## src/rtl/ahb_pkg.sv

```systemverilog
// Shared AHB encodings, arbiter state type and burst-length helpers
// used by the bus arbiter and its round-robin picker.
package ahb_pkg;

    typedef enum logic [1:0] {
        IDLE   = 2'd0,
        BUSY   = 2'd1,
        NONSEQ = 2'd2,
        SEQ    = 2'd3
    } htrans_e;

    typedef enum logic [2:0] {
        SINGLE = 3'd0,
        INCR   = 3'd1,
        WRAP4  = 3'd2,
        INCR4  = 3'd3,
        WRAP8  = 3'd4,
        INCR8  = 3'd5,
        WRAP16 = 3'd6,
        INCR16 = 3'd7
    } hburst_e;

    typedef enum logic [1:0] {
        PARK  = 2'd0,
        OWN   = 2'd1,
        BURST = 2'd2,
        LOCK  = 2'd3
    } arb_state_e;

    localparam int BEATS_W = 4;

    // Total beats of a burst type; 0 marks an undefined-length INCR burst.
    function automatic logic [4:0] burst_beats(hburst_e b);
        logic [4:0] n;
        case (b)
            SINGLE:         n = 5'd1;
            WRAP4, INCR4:   n = 5'd4;
            WRAP8, INCR8:   n = 5'd8;
            WRAP16, INCR16: n = 5'd16;
            default:        n = 5'd0;
        endcase
        return n;
    endfunction

    // Beats still to come after the NONSEQ of a burst has been accepted.
    function automatic logic [BEATS_W-1:0] burst_reload(hburst_e b);
        logic [4:0] n;
        n = burst_beats(b);
        return (n > 5'd1) ? BEATS_W'(n - 5'd1) : '0;
    endfunction

endpackage

```

## src/rtl/ahb_rr_picker.sv

```systemverilog
// Combinational round-robin priority encoder: the first requester found
// scanning last+1, last+2, ... modulo N wins; 'last' itself is scanned last.
module ahb_rr_picker #(
    parameter int N = 4,
    parameter int W = $clog2(N)
) (
    input  logic [N-1:0] req,
    input  logic [W-1:0] last,
    output logic [W-1:0] winner,
    output logic         any
);

    localparam logic [W:0] N_EXT = (W+1)'(N);

    logic [W-1:0] cand [N];
    logic [N-1:0] rot_req;

    // cand[gi] is the master index holding scan position gi.
    genvar gi;
    for (gi = 0; gi < N; gi++) begin : g_cand
        logic [W:0] sum;
        assign sum         = {1'b0, last} + (W+1)'(gi + 1);
        assign cand[gi]    = (sum >= N_EXT) ? W'(sum - N_EXT) : W'(sum);
        assign rot_req[gi] = req[cand[gi]];
    end

    always_comb begin
        winner = last;
        any    = 1'b0;
        for (int i = N - 1; i >= 0; i--) begin
            if (rot_req[i]) begin
                winner = cand[i];
                any    = 1'b1;
            end
        end
    end

endmodule

```

## src/rtl/ahb_arbiter.sv

```systemverilog
// Round-robin, burst- and lock-aware AHB bus arbiter driving one-hot hgrant
// plus registered hmaster/hmastlock ownership for the address/data muxes.
module ahb_arbiter
    import ahb_pkg::*;
#(
    parameter int NUM_MASTERS    = 4,
    parameter int DEFAULT_MASTER = 0
) (
    input  logic                           hclk,
    input  logic                           hreset,
    input  logic [NUM_MASTERS-1:0]         hbusreq,
    input  logic [NUM_MASTERS-1:0]         hlock,
    input  logic [1:0]                     htrans,
    input  logic [2:0]                     hburst,
    input  logic                           hready,
    output logic [NUM_MASTERS-1:0]         hgrant,
    output logic [$clog2(NUM_MASTERS)-1:0] hmaster,
    output logic                           hmastlock
);

    localparam int                     MW        = $clog2(NUM_MASTERS);
    localparam logic [MW-1:0]          DEF_IDX   = MW'(DEFAULT_MASTER);
    localparam logic [NUM_MASTERS-1:0] DEF_GRANT = NUM_MASTERS'(1) << DEFAULT_MASTER;

    arb_state_e                state_q, state_d;
    logic [MW-1:0]             gidx_q, gidx_d;
    logic [NUM_MASTERS-1:0]    grant_q, grant_d;
    logic [MW-1:0]             last_q, last_d;
    logic [MW-1:0]             hmaster_q, hmaster_d;
    logic                      hmastlock_q, hmastlock_d;
    logic [BEATS_W-1:0]        beats_q, beats_d;

    logic [MW-1:0]             pick_idx;
    logic                      pick_any;
    logic                      lock_cur;

    assign lock_cur = hlock[gidx_q];

    ahb_rr_picker #(
        .N (NUM_MASTERS),
        .W (MW)
    ) u_picker (
        .req    (hbusreq),
        .last   (last_q),
        .winner (pick_idx),
        .any    (pick_any)
    );

    // Beat counter follows the transfer being accepted on this edge, so the
    // arbitration decision below sees the burst as it will stand afterwards.
    always_comb begin
        beats_d = beats_q;
        if (hready) begin
            case (htrans_e'(htrans))
                NONSEQ:  beats_d = burst_reload(hburst_e'(hburst));
                SEQ:     beats_d = (beats_q == '0) ? '0 : beats_q - BEATS_W'(1);
                BUSY:    beats_d = beats_q;
                default: beats_d = '0;
            endcase
        end
    end

    always_comb begin
        state_d     = state_q;
        gidx_d      = gidx_q;
        last_d      = last_q;
        hmaster_d   = hmaster_q;
        hmastlock_d = hmastlock_q;
        if (hready) begin
            hmaster_d   = gidx_q;
            hmastlock_d = lock_cur;
            if (lock_cur) begin
                state_d = LOCK;
            end else if (state_q == LOCK) begin
                // Hold one more accepted transfer so the last locked data phase stays owned.
                state_d = (beats_d > BEATS_W'(1)) ? BURST : OWN;
            end else if (beats_d > BEATS_W'(1)) begin
                state_d = BURST;
            end else if (pick_any) begin
                gidx_d  = pick_idx;
                last_d  = pick_idx;
                state_d = OWN;
            end else begin
                gidx_d  = DEF_IDX;
                state_d = PARK;
            end
        end
    end

    genvar gi;
    for (gi = 0; gi < NUM_MASTERS; gi++) begin : g_grant
        assign grant_d[gi] = (gidx_d == MW'(gi));
    end

    always_ff @(posedge hclk) begin
        if (hreset) begin
            state_q     <= PARK;
            gidx_q      <= DEF_IDX;
            grant_q     <= DEF_GRANT;
            last_q      <= DEF_IDX;
            hmaster_q   <= DEF_IDX;
            hmastlock_q <= 1'b0;
            beats_q     <= '0;
        end else begin
            state_q     <= state_d;
            gidx_q      <= gidx_d;
            grant_q     <= grant_d;
            last_q      <= last_d;
            hmaster_q   <= hmaster_d;
            hmastlock_q <= hmastlock_d;
            beats_q     <= beats_d;
        end
    end

    assign hgrant    = grant_q;
    assign hmaster   = hmaster_q;
    assign hmastlock = hmastlock_q;

endmodule
```

## config.mk

```make
export PLATFORM = sky130hd
export DESIGN_NAME = ahb_arbiter
export DESIGN_NICKNAME = d
export VERILOG_FILES = /design/src/rtl/ahb_pkg.sv /design/src/rtl/ahb_rr_picker.sv /design/src/rtl/ahb_arbiter.sv
export SDC_FILE = /design/constraint.sdc
export NUM_CORES = 1
export LEC_CHECK = 0
export BUFFER_PORTS_ARGS = -buffer_cell sky130_fd_sc_hd__buf_2
export CAP_MARGIN = 10
export CORE_MARGIN = 1
export CORE_UTILIZATION = 45
export DETAILED_ROUTE_END_ITERATION = 12
export GPL_TIMING_DRIVEN = 0
export HOLD_SLACK_MARGIN = 0.15
export PLACE_DENSITY = 0.68
export SYNTH_ARGS = -nofsm -noshare
export SYNTH_HDL_FRONTEND = slang
export SYNTH_SLANG_ARGS = --single-unit
```

## constraint.sdc

```tcl
create_clock -name hclk -period 5.6 [get_ports hclk]
set_clock_uncertainty 0.2 [all_clocks]
set_input_delay 1.68 -clock hclk [delete_from_list [all_inputs] [get_ports hclk]]
set_output_delay 1.68 -clock hclk [all_outputs]
set_load 0.02 [all_outputs]
```

## Word level (Yosys, flattened, before mapping)

Cells that the tools add are included.

- Register bits: 17
- Input port bits: 16
- Logic and storage cells: 90

- Add/sub/neg operators: 10
- $lt $le $gt $ge: 11
- Eq/ne operators: 13
- Muxes and demuxes: 39
- Bitwise logic cells: 3
- Reductions and logical operators: 7

Operator list:

| kind | count |
|---|---|
| $mux W2 | 17 |
| $pmux W5 S4 | 1 |
| $lt A2 B3 Y1 const B | 5 |
| $eq A3 B3 Y1 const B | 4 |
| $ge A3 B3 Y1 const B | 4 |
| $mux W4 | 3 |
| $pmux W4 S3 | 1 |
| $bmux W1 S2 | 5 |
| $eq A2 B2 Y1 const B | 5 |
| $mux W1 | 10 |
| $mux W5 | 2 |
| $sub A2 B1 Y2 const B | 4 |
| $sub A4 B1 Y4 const B | 2 |
| $add A2 B2 Y3 const B | 2 |
| $eq A3 B2 Y1 const B | 2 |
| $reduce_or A2 Y1 | 3 |
| $gt A5 B1 Y1 const B | 1 |
| $reduce_and A5 Y1 | 1 |
| $eq A2 B1 Y1 const B | 2 |
| $gt A4 B1 Y1 const B | 1 |
| $logic_not A4 Y1 | 1 |
| $add A2 B1 Y3 const B | 1 |
| $add A2 B3 Y3 const B | 1 |
| $logic_not A3 Y1 | 1 |
| other kinds (2) | 4 |

## Longest topological paths before layout

- Depth after elaboration: 15
- Depth in mapped cells: 8
- Mapped depth without buffers: 8

## Modules after synthesis

From an unflattened synthesis, not the netlist that was laid out.

- Cells, all modules: 115
- Area, all modules: 1002.2 um2

By module, submodules not included:

| module | times used | cells an instance | area an instance (um2) | seq. area each (um2) |
|---|---|---|---|---|
| ahb_arbiter | 1 | 101 | 919.6 | 340.3 |
| ahb_rr_picker | 1 | 14 | 82.6 | 0.0 |

## Worst setup path before layout

OpenSTA, ideal clock, no wires.

- Kind: input port to flip-flop
- Start point: input port hburst[2]
- End point: register grant_q[0] (netlist: hgrant[0])
- Setup time: 0.068 ns
- Arrival: 3.474 ns
- Required time: 5.332 ns
- Path slack: 1.858 ns
- Stages on the path: 8
- Cells stage by stage: or3_1 -> ha_1 -> or3b_1 -> a211oi_2 -> a2111oi_4 -> nand4_4 -> mux2_4 -> o21bai_2

- Word-level cells in the longest chain between the ends: 15
- Elaborated cells on any way between the ends: 24
- Those cells by class: add/sub: 1; order compare: 2; eq/ne: 6; mux: 10; reduce/logical: 5

RTL lines:

| element | RTL line | text |
|---|---|---|
| start: declaration | ahb_arbiter.sv:14 | `input logic [2:0] hburst,` |
| $eq A3 B3 Y1 / $eq A3 B2 Y1 (equally long branches) | ahb_pkg.sv:35 | `case (b)` |
| $reduce_or A2 Y1 | ahb_pkg.sv:35 |  |
| $pmux W5 S4 (*) | ahb_pkg.sv:35 |  |
| $mux W5 (*) | ahb_arbiter.sv:54 | `case (htrans_e'(htrans))` |
| $mux W5 (*) | ahb_arbiter.sv:53 | `if (hready) begin` |
| $sub A4 B1 Y4 / $gt A5 B1 Y1 (equally long branches) | ahb_pkg.sv:49 | `return (n > 5'd1) ? BEATS_W'(n - 5'd1) : '0;` |
| $mux W4 (*) | ahb_pkg.sv:49 |  |
| $pmux W4 S3 (*) | ahb_arbiter.sv:54 |  |
| $mux W4 (*) | ahb_arbiter.sv:53 |  |
| $gt A4 B1 Y1 (*) | ahb_arbiter.sv:77 | `end else if (beats_d > BEATS_W'(1)) begin` |
| $mux W2 (*) | ahb_arbiter.sv:77 |  |
| $mux W2 (*) | ahb_arbiter.sv:74 | `end else if (state_q == LOCK) begin` |
| $mux W2 (*) | ahb_arbiter.sv:72 | `if (lock_cur) begin` |
| $mux W2 (*) | ahb_arbiter.sv:69 | `if (hready) begin` |
| $logic_not A2 Y1 (*) | ahb_arbiter.sv:92 | `assign grant_d[gi] = (gidx_d == MW'(gi));` |
| end signal: assignment | ahb_arbiter.sv:107 | `grant_q <= grant_d;` |
| end: declaration | ahb_arbiter.sv:27 | `logic [NUM_MASTERS-1:0] grant_q, grant_d;` |

Every way passes the cells marked *; elsewhere a longest branch is shown, timed or not. The select of a mux whose other input is x is not followed.
A chain may end at the register's enable or synchronous reset.

## Worst setup path in the final report

- Start point: input port hburst[2]
- End point: register grant_q[1] (netlist: hgrant[1])

- Word-level cells in the longest chain between the ends: 15
- Elaborated cells on any way between the ends: 24
- Those cells by class: add/sub: 1; order compare: 2; eq/ne: 7; mux: 10; reduce/logical: 4

RTL lines:

| element | RTL line |
|---|---|
| $eq A3 B3 Y1 / $eq A3 B2 Y1 (equally long branches) | ahb_pkg.sv:35 |
| $reduce_or A2 Y1 | ahb_pkg.sv:35 |
| $pmux W5 S4 (*) | ahb_pkg.sv:35 |
| $mux W5 (*) | ahb_arbiter.sv:54 |
| $mux W5 (*) | ahb_arbiter.sv:53 |
| $sub A4 B1 Y4 / $gt A5 B1 Y1 (equally long branches) | ahb_pkg.sv:49 |
| $mux W4 (*) | ahb_pkg.sv:49 |
| $pmux W4 S3 (*) | ahb_arbiter.sv:54 |
| $mux W4 (*) | ahb_arbiter.sv:53 |
| $gt A4 B1 Y1 (*) | ahb_arbiter.sv:77 |
| $mux W2 (*) | ahb_arbiter.sv:77 |
| $mux W2 (*) | ahb_arbiter.sv:74 |
| $mux W2 (*) | ahb_arbiter.sv:72 |
| $mux W2 (*) | ahb_arbiter.sv:69 |
| $eq A2 B1 Y1 (*) | ahb_arbiter.sv:92 |

Marked as above.

==> results_tabular.tex <==
\begin{tabular}{lr}
\hline
Metric & Value \\
\hline
\multicolumn{2}{l}{\textbf{Status}} \\
\quad Run status & finished clean \\
\multicolumn{2}{l}{\textbf{Global route}} \\
\quad Grt ovf & 0 \\
\quad Largest net degree at the start of global routing & 11 \\
\quad First-pass GRT wire length & 3.67 mm \\
\quad All-Layer GR Usage & 19.6\% \\
\quad Vias in the first global route & 873 \\
\quad Number of antenna violations at the first check in global routing & 0 \\
\multicolumn{2}{l}{\textbf{Setup path}} \\
\quad CP Data Required Time & 5630 ps \\
\quad Startpoint types & primary input \\
\quad Setup CP Type & primary input to flop \\
\quad Critical path data arrival time & 3720 ps \\
\quad Worst flop-to-flop path endpoint & hgrant[1]\$\_SDFF\_PP0\_ \\
\quad Reg2reg path depth & 8 \\
\quad Maximum fanout along the worst path & 5 \\
\quad Startpoint of the worst register-to-register path & beats\_q[0]\$\_SDFF\_PP0\_ \\
\quad FF-to-FF setup slack & 3320 ps \\
\quad Endpoint kind of the worst setup timing path & flop \\
\multicolumn{2}{l}{\textbf{Power}} \\
\quad Leakage power & 0.000513 uW \\
\quad Maximum vdd ir drop & 174 uV \\
\quad Power density of the placed cells & 237 nW/um\^{}2 \\
\quad Fraction of power spent switching nets & 31.8\% \\
\quad Overall power & 278 uW \\
\quad Switching power of the nets & 88.4 uW \\
\quad Clock network fraction of design power & 24.2\% \\
\quad Part of the total power dissipated in sequential elements & 48.8\% \\
\quad Internal power of the cells & 190 uW \\
\quad Power share of the combinational group & 26.9\% \\
\multicolumn{2}{l}{\textbf{CTS}} \\
\quad CTS clock-pin slew for the worst setup and hold paths & 100 ps \\
\quad Clk sink count & 17 \\
\quad Skew-Pair Late Insertion Delay & 300 ps \\
\quad TritonCTS Buffers & 3 \\
\quad CTS tree & built \\
\quad Number of buffers on the longest clock path & 2 \\
\quad Number of gates resized after cts & 0 \\
\quad Level count of the clock H-tree & 1 \\
\quad Number of buffers inserted by hold repair at cts & 0 \\
\quad Post-CTS repair timing setup buffer count & 0 \\
\quad Root Buffer & sky130\_fd\_sc\_hd\_\_clkbuf\_4 \\
\multicolumn{2}{l}{\textbf{Cells and area}} \\
\quad Number of cells in the finished layout apart from fillers & 169 \\
\quad Design area & 1170 um\^{}2 \\
\quad Fraction of final layout cells with drive strength greater than 1 & 26.1\% \\
\quad Final antenna diode count & 0 \\
\quad Total Nets Final & 161 \\
\quad Fill cell instance count of the final layout & 189 \\
\quad Area Growth Syn to Fin & 17.1\% \\
\multicolumn{2}{l}{\textbf{STA}} \\
\quad Max\_slew headroom & 67.3\% \\
\quad Minimum clock period & 3690 ps \\
\quad Unrepaired setup endpoints after global routing & false \\
\quad Period utilization & 66.0\% \\
\quad Number of endpoints failing setup at the final stage & 0 \\
\quad Maximum operating frequency & 0.271 GHz \\
\quad Final hold viol count & 0 \\
\quad Slew at the pin closest to its max-slew limit & 486 ps \\
\quad Slew Limit Fails & 0 \\
\quad Sum of negative setup slack & 0 ps \\
\multicolumn{2}{l}{\textbf{Placed design}} \\
\quad Final HPWL from detailed placement & 1.63 mm \\
\quad Cell area after placement & 1150 um\^{}2 \\
\quad Port Buffer Count & 22 \\
\quad Cell count after placement & 165 \\
\quad RD Place Congestion & 0.791 \\
\multicolumn{2}{l}{\textbf{Routing}} \\
\quad Drt via density & 5.56 \\
\quad Met2 wire length & 1.02 mm \\
\quad Final wirelength & 2.10 mm \\
\quad Met3 routed wirelength & 85 um \\
\quad Residual DRC & 0 \\
\quad Violation count after the first detailed-routing iteration & 24 \\
\quad Antenna viol nets, final & 0 \\
\quad Post-DR wirelength/cell & 12.4 um \\
\quad Uppermost routed layer & met4 \\
\quad TritonRoute pass-1 iters & 6 \\
\quad Detailed-route via count & 940 \\
\quad Length of routed wiring on met1 & 950 um \\
\multicolumn{2}{l}{\textbf{Floorplanning}} \\
\quad Chip width & 49.2 um \\
\quad Die Area & 2420 um\^{}2 \\
\quad Core Region & 2020 um\^{}2 \\
\quad Number of placement rows & 16 \\
\quad Die boundary height & 49.2 um \\
\quad Effective utilization at floorplan & 49.6\% \\
\quad Number of ports placed on the die boundary & 23 \\
\multicolumn{2}{l}{\textbf{Min path}} \\
\quad Worst min-delay path endpoint & hmastlock\$\_SDFFE\_PP0P\_ \\
\quad Worst hold-check path type & flop to flop \\
\quad Count of cells along the worst hold path & 2 \\
\quad Hold Startpoint & hmastlock\$\_SDFFE\_PP0P\_ \\
\multicolumn{2}{l}{\textbf{Synthesis}} \\
\quad FFs w/ async S/R, synth & 0\% \\
\quad Cell types with the largest area share after synthesis & sky130\_fd\_sc\_hd\_\_dfxtp\_1, sky130\_fd\_sc\_hd\_\_nor2\_1, sky130\_fd\_sc\_hd\_\_a21oi\_1 \\
\quad Share of the yosys chip area belonging to registers & 33.9\% \\
\quad Area share of the largest cell type after synthesis & 33.9\% \\
\quad Post-synth top area cell & sky130\_fd\_sc\_hd\_\_dfxtp\_1 \\
\quad Post-synthesis net count & 134 \\
\quad Dominant register cell in the synthesized netlist & sky130\_fd\_sc\_hd\_\_dfxtp\_1 \\
\quad Number of synthesized flops with an enable pin & 0 \\
\quad Post-Synthesis Cells & 116 \\
\quad Number of warning messages in the yosys log & 0 \\
\quad Most frequent cell after synthesis & sky130\_fd\_sc\_hd\_\_dfxtp\_1 \\
\quad Library cells used by synthesis & 40 \\
\quad Synth top cells by count & sky130\_fd\_sc\_hd\_\_dfxtp\_1, sky130\_fd\_sc\_hd\_\_nor2\_1, sky130\_fd\_sc\_hd\_\_a21oi\_1, sky130\_fd\_sc\_hd\_\_inv\_1, sky130\_fd\_sc\_hd\_\_nand2\_1 \\
\quad Yosys reg bits & 17 \\
\quad Mean instance size in the synthesized netlist & 8.65 um\^{}2 \\
\quad Post-synthesis instance area & 1000 um\^{}2 \\
\multicolumn{2}{l}{\textbf{Flow run}} \\
\quad Number of max-cap violations & 0 \\
\hline
\end{tabular}
==> kinds of logic (layout without fill, tap and decap cells) <==
family	after synthesis	count (layout)	share of synthesized area (%)
buffers and inverters	10	36	3.74
muxes	8	8	9.23
and+or+nand+nor	52	52	30.7
DFF	17	17	33.9
adders and majority gates	2	2	2.49
AOI/OAI and AO/OA	27	27	19.9
==> state kept, by name, indices dropped and copies added (netlist names) <==
name       count
beats_q        4
hgrant         4
gidx_q         2
hmaster        2
last_q         2
state_q        2
hmastlock      1
==> cell type report <==
| type | count | area (um^2) | share of cell area (%) |
|---|---|---|---|
| plain buffers | 2 | 7.51 | 0.639 |
| clock buffers | 3 | 22.5 | 1.92 |
| well taps | 27 | 33.8 | 2.88 |
| inverters | 8 | 30.0 | 2.56 |
| multi-input cells | 89 | 626 | 53.2 |
| clock inverters | 1 | 5.00 | 0.426 |
| repair buffers | 22 | 110 | 9.37 |
| flip-flops and latches | 17 | 340 | 29.0 |
==> per-stage QoR <==
step                      hold slack (ps)  setup slack, ps  util, %
after detailed placement              268             1580     56.7
final                                 288             1910     58.1
after global placement                263             1600     56.7
after floorplan                       253             1860        -
after CTS                             286             1890     58.1
after global routing                  314             1810     58.1
==> metal layers <==
metal  vias to the layer above  GRT usage, %
li1                        473             -
met1                       437          21.2
met2                        23          36.8
met3                         7          3.43
met4                         0          8.33
met5                         -             0
==> worst max-delay path: stages <==
cell and delay [ps]:
sky130_fd_sc_hd__buf_2 110, sky130_fd_sc_hd__or3_1 370, sky130_fd_sc_hd__ha_1 210, sky130_fd_sc_hd__or3b_1 370, sky130_fd_sc_hd__a211oi_2 290, sky130_fd_sc_hd__a2111oi_4 110, sky130_fd_sc_hd__and3_4 200, sky130_fd_sc_hd__a41o_1 240
sky130_fd_sc_hd__nor3_1 130
==> layout by cell type, fill, tap and decap left out, types with 5 or more instances in the layout <==
master                    count
sky130_fd_sc_hd__buf_2       22
sky130_fd_sc_hd__dfxtp_1     17
sky130_fd_sc_hd__nor2_1      14
sky130_fd_sc_hd__inv_1        8
sky130_fd_sc_hd__a21oi_1      8
sky130_fd_sc_hd__nand2_1      7
sky130_fd_sc_hd__o21ai_0      5
==> how the worst max path moves through the flow <==
stage	from	end	slack [ps]	depth (start not counted)
3_3_place_gp	hburst[2]	hgrant[3]$_SDFF_PP0_	1600	9
2_1_floorplan	hburst[2]	hgrant[0]$_SDFF_PP1_	1860	8
3_5_place_dp	hburst[2]	hgrant[2]$_SDFF_PP0_	1580	9
4_1_cts	hburst[2]	hgrant[1]$_SDFF_PP0_	1890	9
6_report	hburst[2]	hgrant[1]$_SDFF_PP0_	1910	9
5_1_grt	hburst[2]	hgrant[1]$_SDFF_PP0_	1810	9
==> power by group through the flow <==
| stage | clock (uW) | sequential, uW | combinational, uW |
|---|---|---|---|
| 4_1_cts | 68.7 | 136 | 75.1 |
| 3_3_place_gp | 0 | 138 | 73.0 |
| 5_1_grt | 75.4 | 137 | 83.3 |
| 6_report | 67.4 | 136 | 74.8 |
| 3_5_place_dp | 0 | 139 | 74.7 |
| 2_1_floorplan | 0 | 142 | 49.0 |
Power figures use the tool's default switching activity.
